File: config.mk
export PLATFORM = sky130hd
export DESIGN_NAME = crc32_rx_check
export DESIGN_NICKNAME = d
export VERILOG_FILES = /design/src/rtl/crc32_rx_check.sv
export SDC_FILE = /design/constraint.sdc
export NUM_CORES = 1
export LEC_CHECK = 0
export CAP_MARGIN = 5
export CELL_PAD_IN_SITES_DETAIL_PLACEMENT = 0
export CELL_PAD_IN_SITES_GLOBAL_PLACEMENT = 2
export CORE_MARGIN = 4
export CORE_UTILIZATION = 33
export CTS_BUF_LIST = sky130_fd_sc_hd__clkbuf_16
export CTS_CLUSTER_DIAMETER = 40
export CTS_CLUSTER_SIZE = 12
export DETAILED_ROUTE_END_ITERATION = 6
export PLACE_DENSITY = 0.84
export SYNTH_ARGS = -nofsm -noshare
export SYNTH_HDL_FRONTEND = slang
export SYNTH_SLANG_ARGS = --single-unit
File: constraint.sdc
create_clock -name clk -period 3.1 [get_ports clk]
set_clock_uncertainty 0.1 [all_clocks]
set_input_delay 0.465 -clock clk [delete_from_list [all_inputs] [get_ports clk]]
set_output_delay 0.465 -clock clk [all_outputs]
set_load 0.05 [all_outputs]
File: src/rtl/crc32_rx_check.sv
// CRC-32 receive checker: strips the 4-byte FCS, validates CRC and length, reports per-frame status.
// Optional frame statistics are enabled by defining CRC32_RX_CHECK_STATS_EN.
module crc32_rx_check #(
    parameter logic [31:0] CRC_INITIAL_VALUE = 32'hFFFFFFFF,
    parameter logic [31:0] CRC_REMAINDER     = 32'hC704DD7B,
    parameter int          MIN_LEN           = 64,
    parameter int          MAX_LEN           = 1518
) (
    input  logic        clk,
    input  logic        reset,
    input  logic        in_valid,
    input  logic        in_sof,
    input  logic        in_eof,
    input  logic [7:0]  in_data,
    output logic        out_valid,
    output logic [7:0]  out_data,
    output logic        out_sof,
    output logic        out_eof,
    output logic        frame_done,
    output logic        frame_ok,
    output logic        crc_err,
    output logic        len_err,
    output logic        abort_err,
    output logic [15:0] byte_count,
    output logic [15:0] good_cnt,
    output logic [15:0] bad_cnt
);

    typedef enum logic [1:0] {ST_IDLE = 2'd0, ST_FILL = 2'd1, ST_STREAM = 2'd2} state_t;

    localparam logic [15:0] MIN_LEN_C = 16'(MIN_LEN);
    localparam logic [15:0] MAX_LEN_C = 16'(MAX_LEN);

    function automatic logic [31:0] parallel_crc(input logic [31:0] crc, input logic [7:0] data);
        logic [31:0] c;
        c = crc ^ {data, 24'h000000};
        for (int i = 0; i < 8; i++) begin
            c = c[31] ? ({c[30:0], 1'b0} ^ 32'h04C11DB7) : {c[30:0], 1'b0};
        end
        return c;
    endfunction

    function automatic logic len_bad(input logic [15:0] cnt);
        return (cnt < MIN_LEN_C) || (cnt > MAX_LEN_C) || (cnt == 16'hFFFF);
    endfunction

    state_t           state_q, state_d;
    logic [31:0]      crc_q, crc_d;
    logic [3:0][7:0]  dly_q, dly_d;
    logic [1:0]       held_q, held_d;
    logic             first_q, first_d;
    logic [15:0]      byte_count_q, byte_count_d;
    logic             out_valid_q, out_valid_d;
    logic [7:0]       out_data_q, out_data_d;
    logic             out_sof_q, out_sof_d;
    logic             out_eof_q, out_eof_d;
    logic             frame_done_q, frame_done_d;
    logic             frame_ok_q, frame_ok_d;
    logic             crc_err_q, crc_err_d;
    logic             len_err_q, len_err_d;
    logic             abort_err_q, abort_err_d;

    logic [31:0]      crc_start_s, crc_upd_s;
    logic [15:0]      cnt_inc_s;

    assign crc_start_s = parallel_crc(CRC_INITIAL_VALUE, in_data);
    assign crc_upd_s   = parallel_crc(crc_q, in_data);
    assign cnt_inc_s   = (byte_count_q == 16'hFFFF) ? 16'hFFFF : byte_count_q + 16'd1;

    // Next-state, delay line, CRC and status decode
    always_comb begin
        state_d      = state_q;
        crc_d        = crc_q;
        dly_d        = dly_q;
        held_d       = held_q;
        first_d      = first_q;
        byte_count_d = byte_count_q;
        out_valid_d  = 1'b0;
        out_data_d   = 8'h00;
        out_sof_d    = 1'b0;
        out_eof_d    = 1'b0;
        frame_done_d = 1'b0;
        frame_ok_d   = 1'b0;
        crc_err_d    = 1'b0;
        len_err_d    = 1'b0;
        abort_err_d  = 1'b0;
        if (in_valid) begin
            case (state_q)
                ST_IDLE: begin
                    if (in_sof) begin
                        byte_count_d = 16'd1;
                        if (in_eof) begin
                            frame_done_d = 1'b1;
                            crc_err_d    = (crc_start_s != CRC_REMAINDER);
                            len_err_d    = 1'b1;
                            crc_d        = CRC_INITIAL_VALUE;
                        end else begin
                            state_d = ST_FILL;
                            crc_d   = crc_start_s;
                            dly_d   = {24'h000000, in_data};
                            held_d  = 2'd1;
                            first_d = 1'b1;
                        end
                    end else begin
                        state_d = ST_IDLE;
                    end
                end
                ST_FILL, ST_STREAM: begin
                    if (in_sof) begin
                        // A new frame start aborts the open one and restarts on this byte
                        frame_done_d = 1'b1;
                        abort_err_d  = 1'b1;
                        state_d      = ST_FILL;
                        crc_d        = crc_start_s;
                        dly_d        = {24'h000000, in_data};
                        held_d       = 2'd1;
                        first_d      = 1'b1;
                        byte_count_d = 16'd1;
                    end else begin
                        byte_count_d = cnt_inc_s;
                        crc_d        = crc_upd_s;
                        dly_d        = {dly_q[2:0], in_data};
                        if (state_q == ST_STREAM) begin
                            out_valid_d = 1'b1;
                            out_data_d  = dly_q[3];
                            out_sof_d   = first_q;
                            first_d     = 1'b0;
                        end else begin
                            held_d = held_q + 2'd1;
                        end
                        if (in_eof) begin
                            frame_done_d = 1'b1;
                            crc_err_d    = (crc_upd_s != CRC_REMAINDER);
                            len_err_d    = (state_q == ST_FILL) || len_bad(cnt_inc_s);
                            frame_ok_d   = (crc_upd_s == CRC_REMAINDER) &&
                                           (state_q == ST_STREAM) && !len_bad(cnt_inc_s);
                            out_eof_d    = (state_q == ST_STREAM);
                            state_d      = ST_IDLE;
                            crc_d        = CRC_INITIAL_VALUE;
                        end else if ((state_q == ST_FILL) && (held_q == 2'd3)) begin
                            state_d = ST_STREAM;
                        end else begin
                            state_d = state_q;
                        end
                    end
                end
                default: begin
                    state_d = ST_IDLE;
                end
            endcase
        end else begin
            state_d = state_q;
        end
    end

    // State and registered outputs
    always_ff @(posedge clk or posedge reset) begin
        if (reset) begin
            state_q      <= ST_IDLE;
            crc_q        <= CRC_INITIAL_VALUE;
            dly_q        <= 32'h00000000;
            held_q       <= 2'd0;
            first_q      <= 1'b0;
            byte_count_q <= 16'h0000;
            out_valid_q  <= 1'b0;
            out_data_q   <= 8'h00;
            out_sof_q    <= 1'b0;
            out_eof_q    <= 1'b0;
            frame_done_q <= 1'b0;
            frame_ok_q   <= 1'b0;
            crc_err_q    <= 1'b0;
            len_err_q    <= 1'b0;
            abort_err_q  <= 1'b0;
        end else begin
            state_q      <= state_d;
            crc_q        <= crc_d;
            dly_q        <= dly_d;
            held_q       <= held_d;
            first_q      <= first_d;
            byte_count_q <= byte_count_d;
            out_valid_q  <= out_valid_d;
            out_data_q   <= out_data_d;
            out_sof_q    <= out_sof_d;
            out_eof_q    <= out_eof_d;
            frame_done_q <= frame_done_d;
            frame_ok_q   <= frame_ok_d;
            crc_err_q    <= crc_err_d;
            len_err_q    <= len_err_d;
            abort_err_q  <= abort_err_d;
        end
    end

    assign out_valid  = out_valid_q;
    assign out_data   = out_data_q;
    assign out_sof    = out_sof_q;
    assign out_eof    = out_eof_q;
    assign frame_done = frame_done_q;
    assign frame_ok   = frame_ok_q;
    assign crc_err    = crc_err_q;
    assign len_err    = len_err_q;
    assign abort_err  = abort_err_q;
    assign byte_count = byte_count_q;

`ifdef CRC32_RX_CHECK_STATS_EN
    logic [15:0] good_cnt_q, good_cnt_d;
    logic [15:0] bad_cnt_q, bad_cnt_d;

    // Statistics update alongside the status strobe, wrapping naturally
    always_comb begin
        good_cnt_d = good_cnt_q;
        bad_cnt_d  = bad_cnt_q;
        if (frame_done_d && frame_ok_d) begin
            good_cnt_d = good_cnt_q + 16'd1;
        end else if (frame_done_d) begin
            bad_cnt_d = bad_cnt_q + 16'd1;
        end else begin
            good_cnt_d = good_cnt_q;
        end
    end

    // Statistics registers
    always_ff @(posedge clk or posedge reset) begin
        if (reset) begin
            good_cnt_q <= 16'h0000;
            bad_cnt_q  <= 16'h0000;
        end else begin
            good_cnt_q <= good_cnt_d;
            bad_cnt_q  <= bad_cnt_d;
        end
    end

    assign good_cnt = good_cnt_q;
    assign bad_cnt  = bad_cnt_q;
`else
    assign good_cnt = 16'h0000;
    assign bad_cnt  = 16'h0000;
`endif

endmodule

# == Word level (Yosys, flattened, before mapping) ==
# Cells that the tools add are included.
# W data, S select, Z words.
# word_totals
in_bits,13
output_inout_bits,64
elab_cells,151
ff_bits,101
# op_classes
n_reduce_logical,15
muxes,82
add_sub_neg,2
bitwise_logic,18
order_cmp,2
eq_ne,14
# op_table
cell,n
$mux W27,16
$mux W32,7
$not A14 Y14,16
$pmux W32 S2,2
$ne A32 B32 Y1 const B,2
$mux W16,3
$mux W1,35
$eq A16 B16 Y1 const B,2
$eq A32 B32 Y1 const B,1
$mux W8,4
$not A32 Y32,1
$pmux W16 S2,1
$xor A32 B32 Y32,1
$add A16 B1 Y16 const B,1
$gt A16 B11 Y1 const B,1
$lt A16 B7 Y1 const B,1
$mux W2,8
$reduce_and A5 Y1,2
$ne A3 B3 Y1 const B,3
$pmux W1 S2,4
$pmux W2 S2,2
$reduce_and A3 Y1,2
$eq A2 B2 Y1 const B,2
$ne A2 B2 Y1 const B,2
10 further kinds,14

# == Depth between registers and ports, before layout ==
# depth
ltp_word,24
ltp_mapped,12
mapped_depth_nobuf,10

# == Least setup slack after synthesis ==
# No wires, ideal clock.
# synth_path
kind,register to register
from,"reg byte_count_q[0], in the netlist byte_count[0]"
to,"reg frame_ok_q, in the netlist frame_ok"
n_path_buf,0
t_arrival_ns,2.531
slack_ns,0.348
required_ns,2.879
period_less_slack_ns,2.752
stages_incl_launch_ff,8
setup_time_ns,0.121
cell_sequence,dfrtp_1 -> ha_1 -> nand3_1 -> nor3_1 -> a21oi_1 -> a2111oi_0 -> o221ai_1 -> and4b_1
# synth_between
elab_chain_len,11
elab_cells_between_ends,14
classes_between,add/sub: 1; order compare: 2; eq/ne: 2; mux: 5; reduce/logical: 4
# synth_rtl
item,line,rtl
from (decl),52,"logic [15:0] byte_count_q, byte_count_d;"
from (signal assigned),180,byte_count_q <= byte_count_d;
$add A16 B1 Y16 / $eq A16 B16 Y1 (equally long branches),68,assign cnt_inc_s = (byte_count_q == 16'hFFFF) ? 16'hFFFF : byte_count_q + 16'd1;
$mux W16 *,68,
$lt A16 B7 Y1 / $gt A16 B11 Y1 (equally long branches),44,return (cnt < MIN_LEN_C) || (cnt > MAX_LEN_C) || (cnt == 16'hFFFF);
$logic_or A1 B1 Y1,44,
$logic_or A1 B1 Y1 *,44,
$logic_not A1 Y1 *,136,(state_q == ST_STREAM) && !len_bad(cnt_inc_s);
$logic_and A1 B1 Y1 *,136,
$mux W1 *,131,if (in_eof) begin
$mux W1 *,109,if (in_sof) begin
$mux W1 *,88,case (state_q)
$mux W1 *,87,if (in_valid) begin
via frame_ok_d,58,"logic frame_ok_q, frame_ok_d;"
to (signal assigned),186,frame_ok_q <= frame_ok_d;
to (decl),58,
# Mark *: on every way through the listed nets, which the timed path passes. The rest lies on a longest branch.
# A chain may end at the register's enable or synchronous reset.

# == Worst setup path after layout ==
# layout_path
from,in in_data[6]
to,"reg frame_ok_q, in the netlist frame_ok"
# layout_between
elab_chain_len,19
elab_cells_between_ends,21
classes_between,eq/ne: 1; mux: 11; bitwise: 7; reduce/logical: 2
# layout_rtl
item,line,rtl
from (decl),14,"input logic [7:0] in_data,"
$xor A32 B32 Y32 *,36,"c = crc ^ {data, 24'h000000};"
$mux W27 *,38,"c = c[31] ? ({c[30:0], 1'b0} ^ 32'h04C11DB7) : {c[30:0], 1'b0};"
$not A14 Y14 (no source line) / $mux W27 (equally long branches),n/a,
$mux W27 / $not A14 Y14 (equally long branches),n/a,
$not A14 Y14 (no source line) / $mux W27 (equally long branches),n/a,
$mux W27 / $not A14 Y14 (equally long branches),n/a,
$mux W27,38,
$not A14 Y14 (no source line) / $mux W27 (equally long branches),n/a,
(+4 left out),n/a,
$eq A32 B32 Y1 *,135,frame_ok_d = (crc_upd_s == CRC_REMAINDER) &&
$logic_and A1 B1 Y1 *,135,
$logic_and A1 B1 Y1 *,136,
$mux W1 *,131,
$mux W1 *,109,
$mux W1 *,88,
$mux W1 *,87,
via frame_ok_d,58,
# Marked as above.

==> results_dict.tcl <==
set metrics [dict create \
    status "finished clean" \
    powerDensity_nw_per_um2 1120 \
    grt_usage_pct 16.7 \
    cts_resized 0 \
    ios 77 \
    post-route-util_pct 40.9 \
    avgSynthCellArea_um2 10.1 \
    timing.hold.ws_ns 0.383 \
    grt_pass1_wl_mm 29.5 \
    setup_viol 0 \
    internal_power_w 0.00518 \
    p_switching_w 0.00384 \
    synth-edff-count 0 \
    syn_area_um2 6680 \
    critPathLaunchType "input port" \
    swShare_pct 42.6 \
    die_w_um 150 \
    clock_latency_ns 0.36 \
    post_cts.repair.setup_buffers 0 \
    initial_utilization_pct 34.0 \
    areaGrowthSynthToFinish_pct 20.3 \
    crit_arrival_ns 3.00 \
    peakVddDrop_mv 0.643 \
    cts-htree-levels 3 \
    hold_viol 0 \
    p_leak_nw 3.49 \
    crit_path_cell_trace "clkdlybuf4s50_1 -> xnor2_2 -> buf_4 -> xnor3_1 -> nor3_1 -> a21oi_1 -> a221oi_1 -> o2111a_1 -> and4b_1" \
    hold_depth 1 \
    synth_common_cells "69 x dfrtp_1, 53 x xnor2_1, 45 x nand2_1" \
    slew_violations 0 \
    rr_worst_depth 7 \
    synth-main-ff-cell "dfrtp_1" \
    yosysSeqAreaShare_pct 38.4 \
    drive_gt1_share_pct 19.5 \
    use_met1_pct 23.6 \
    async_flop_share_pct 100 \
    numCtsBuffers 9 \
    drt_iter0_drc 343 \
    p_clk_share_pct 13.9 \
    synth_largest_type_area_fraction_pct 25.9 \
    ys_seq_elements 101 \
    place_area_um2 7710 \
    diodes 0 \
    dieArea_um2 22600 \
    grt_pass1_vias 5238 \
    fp-row-count 51 \
    grt_max_degree 102 \
    hold_class "reg2reg" \
    grt.overflow.total 0 \
    holdPathEnd "out_sof" \
    place_congestion 0.936 \
    grt-busiest-layer "met2" \
    synth_area_leader_cell "dfrtp_1" \
    synthCells 660 \
    synthTopCellsByArea "dfrtp_1 26%, dfstp_2 13%, xnor2_1 7.0%" \
    fin_crit_ns 2.79 \
    port_buffers 44 \
    clk_pin_slew_ns 0.08 \
    maxCapViolCount 0 \
    drc 0 \
    pwr-share-comb_pct 60.2 \
    grt_use_met2_pct 26.1 \
    grtUsageMet3_pct 3.07 \
    die_h_um 150 \
    ff2ff_setup_slack_ns 0.42 \
    crit_required_ns 3.31 \
    hpwlAfterDp_mm 13.4 \
    critPathMaxStageDelay_ns 0.46 \
    period_share_pct 90.1 \
    yosysWarningCount 0 \
    layout.nets 760 \
    cts-root-buf "clkbuf_16" \
    routed_wl_mm 18.3 \
    path_class "in2reg" \
    clock-sinks 101 \
    rsz0062_at_grt "false" \
    coreArea_um2 19700 \
    setup_tns_ns 0 \
    antenna_found_initial 0 \
    slowest_stage "clkdlybuf4s50_1" \
    seq_power_share_pct 25.9 \
    ctsHoldBuffers 0 \
    vias 5163 \
    via_per_inst 5.11 \
    rr_startpoint "byte_count[0]" \
    final_antenna_net_count 0 \
    max_freq_mhz 358 \
    relSlewSlack_pct 22.2 \
    clock_path_buffers 2 \
    worst_pin_slew_ns 1.17 \
    reg2reg_to "len_err" \
    total_power_w 0.00902 \
    avgRoutedWirePerCell_um 18.1 \
    crit_path_end_kind "flop" \
    synth_cell_types 62 \
    cts_tree "yes" \
    holdCritStartpoint "first_q" \
    yosysMostFrequentCell "dfrtp_1" \
    worstPathMaxFanout 6 \
    postLayoutCellArea_um2 8040 \
    first_pass_iters 5 \
]
-- final cells by class --
cell class	count	area, um^2
fillers	1967	11600
multi-input cells	505	3770
flip-flops and latches	101	2570
repair buffers	111	993
well taps	265	332
clock buffers	9	225
clock inverters	7	103
inverters	12	48.8
-- how the worst max path moves through the flow --
stage	start	to	slack (ns)	cells past startpoint
2_1_floorplan	byte_count[0]	frame_ok	0.35	7
3_3_place_gp	in_data[6]	frame_ok	-0.06	11
3_5_place_dp	in_data[6]	frame_ok	-0.09	11
4_1_cts	in_data[6]	frame_ok	0.28	11
5_1_grt	in_data[6]	frame_ok	0.008	11
6_report	in_data[6]	frame_ok	0.31	9
-- power by group through the flow --
stage | Sequential [W] | Clock, W | Combinational [W]
3_3_place_gp | 0.00234 | 0 | 0.00536
4_1_cts | 0.00234 | 0.00128 | 0.00543
5_1_grt | 0.00240 | 0.00134 | 0.00589
6_report | 0.00234 | 0.00125 | 0.00543
3_5_place_dp | 0.00236 | 0 | 0.00539
2_1_floorplan | 0.00227 | 0 | 0.00367
-- routing by layer --
layer / share of wire [%] / vias up
li1: - / 2464
met1: 47 / 2520
met2: 46 / 158
met3: 5.2 / 21
met4: 1.6 / 0
met5: 0 / -
-- sequential cells by signal (all words and copies together), names as in the netlist --
signal / count
crc_q: 32
dly_q: 32
byte_count: 16
out_data: 8
held_q: 2
state_q: 2
abort_err: 1
crc_err: 1
first_q: 1
frame_done: 1
frame_ok: 1
len_err: 1
out_eof: 1
out_sof: 1
out_valid: 1
-- stage by stage --
step	instances	setup slack [ns]
after CTS	1010	0.282
after floorplan	691	0.348
after global placement	994	-0.0585
final	1010	0.306
after global routing	1010	0.00755
after detailed placement	994	-0.0888
-- logic make-up (layout without fill, tap and decap cells) --
logic type               Yosys count  after routing  synth area share (%)
other                              1             32                0.0561
XOR/XNOR                         111            111                  19.7
multiplexers                      17             17                  2.90
adder cells (fa/ha/maj)            7              7                  1.31
buffers and inverters             85            139                  7.14
AND/OR/NAND/NOR                  154            154                  11.4
AO/OA/AOI/OAI                    184            184                  19.1
flip-flops                       101            101                  38.4
-- worst max-delay path: cells and delay by family --
kind / cells / cell delay, ns
buffers and inverters: 2 / 0.69
and+or+nand+nor: 2 / 0.38
xor gates and xnor gates: 2 / 0.86
AOI/OAI and AO/OA: 3 / 0.59
-- layout by cell type, fill, tap and decap left out, types with 7 or more instances in the layout --
cell type	instances
dfstp_2	32
a22o_1	28
dfrtp_1	69
o22a_1	7
nor2_1	28
a21oi_1	30
o22ai_1	10
o21ai_0	34
inv_1	11
mux2_2	9
xor2_1	33
nand3_1	24
xnor3_1	10
conb_1	32
ha_1	7
a221oi_1	16
xnor2_1	53
a21o_1	17
mux2i_1	7
clkbuf_16	9
a31oi_1	12
nand2_1	45
buf_4	63
and2_1	14
clkdlybuf4s50_1	44
nor3_1	7
Note: power is estimated with default switching activity, not from simulation.
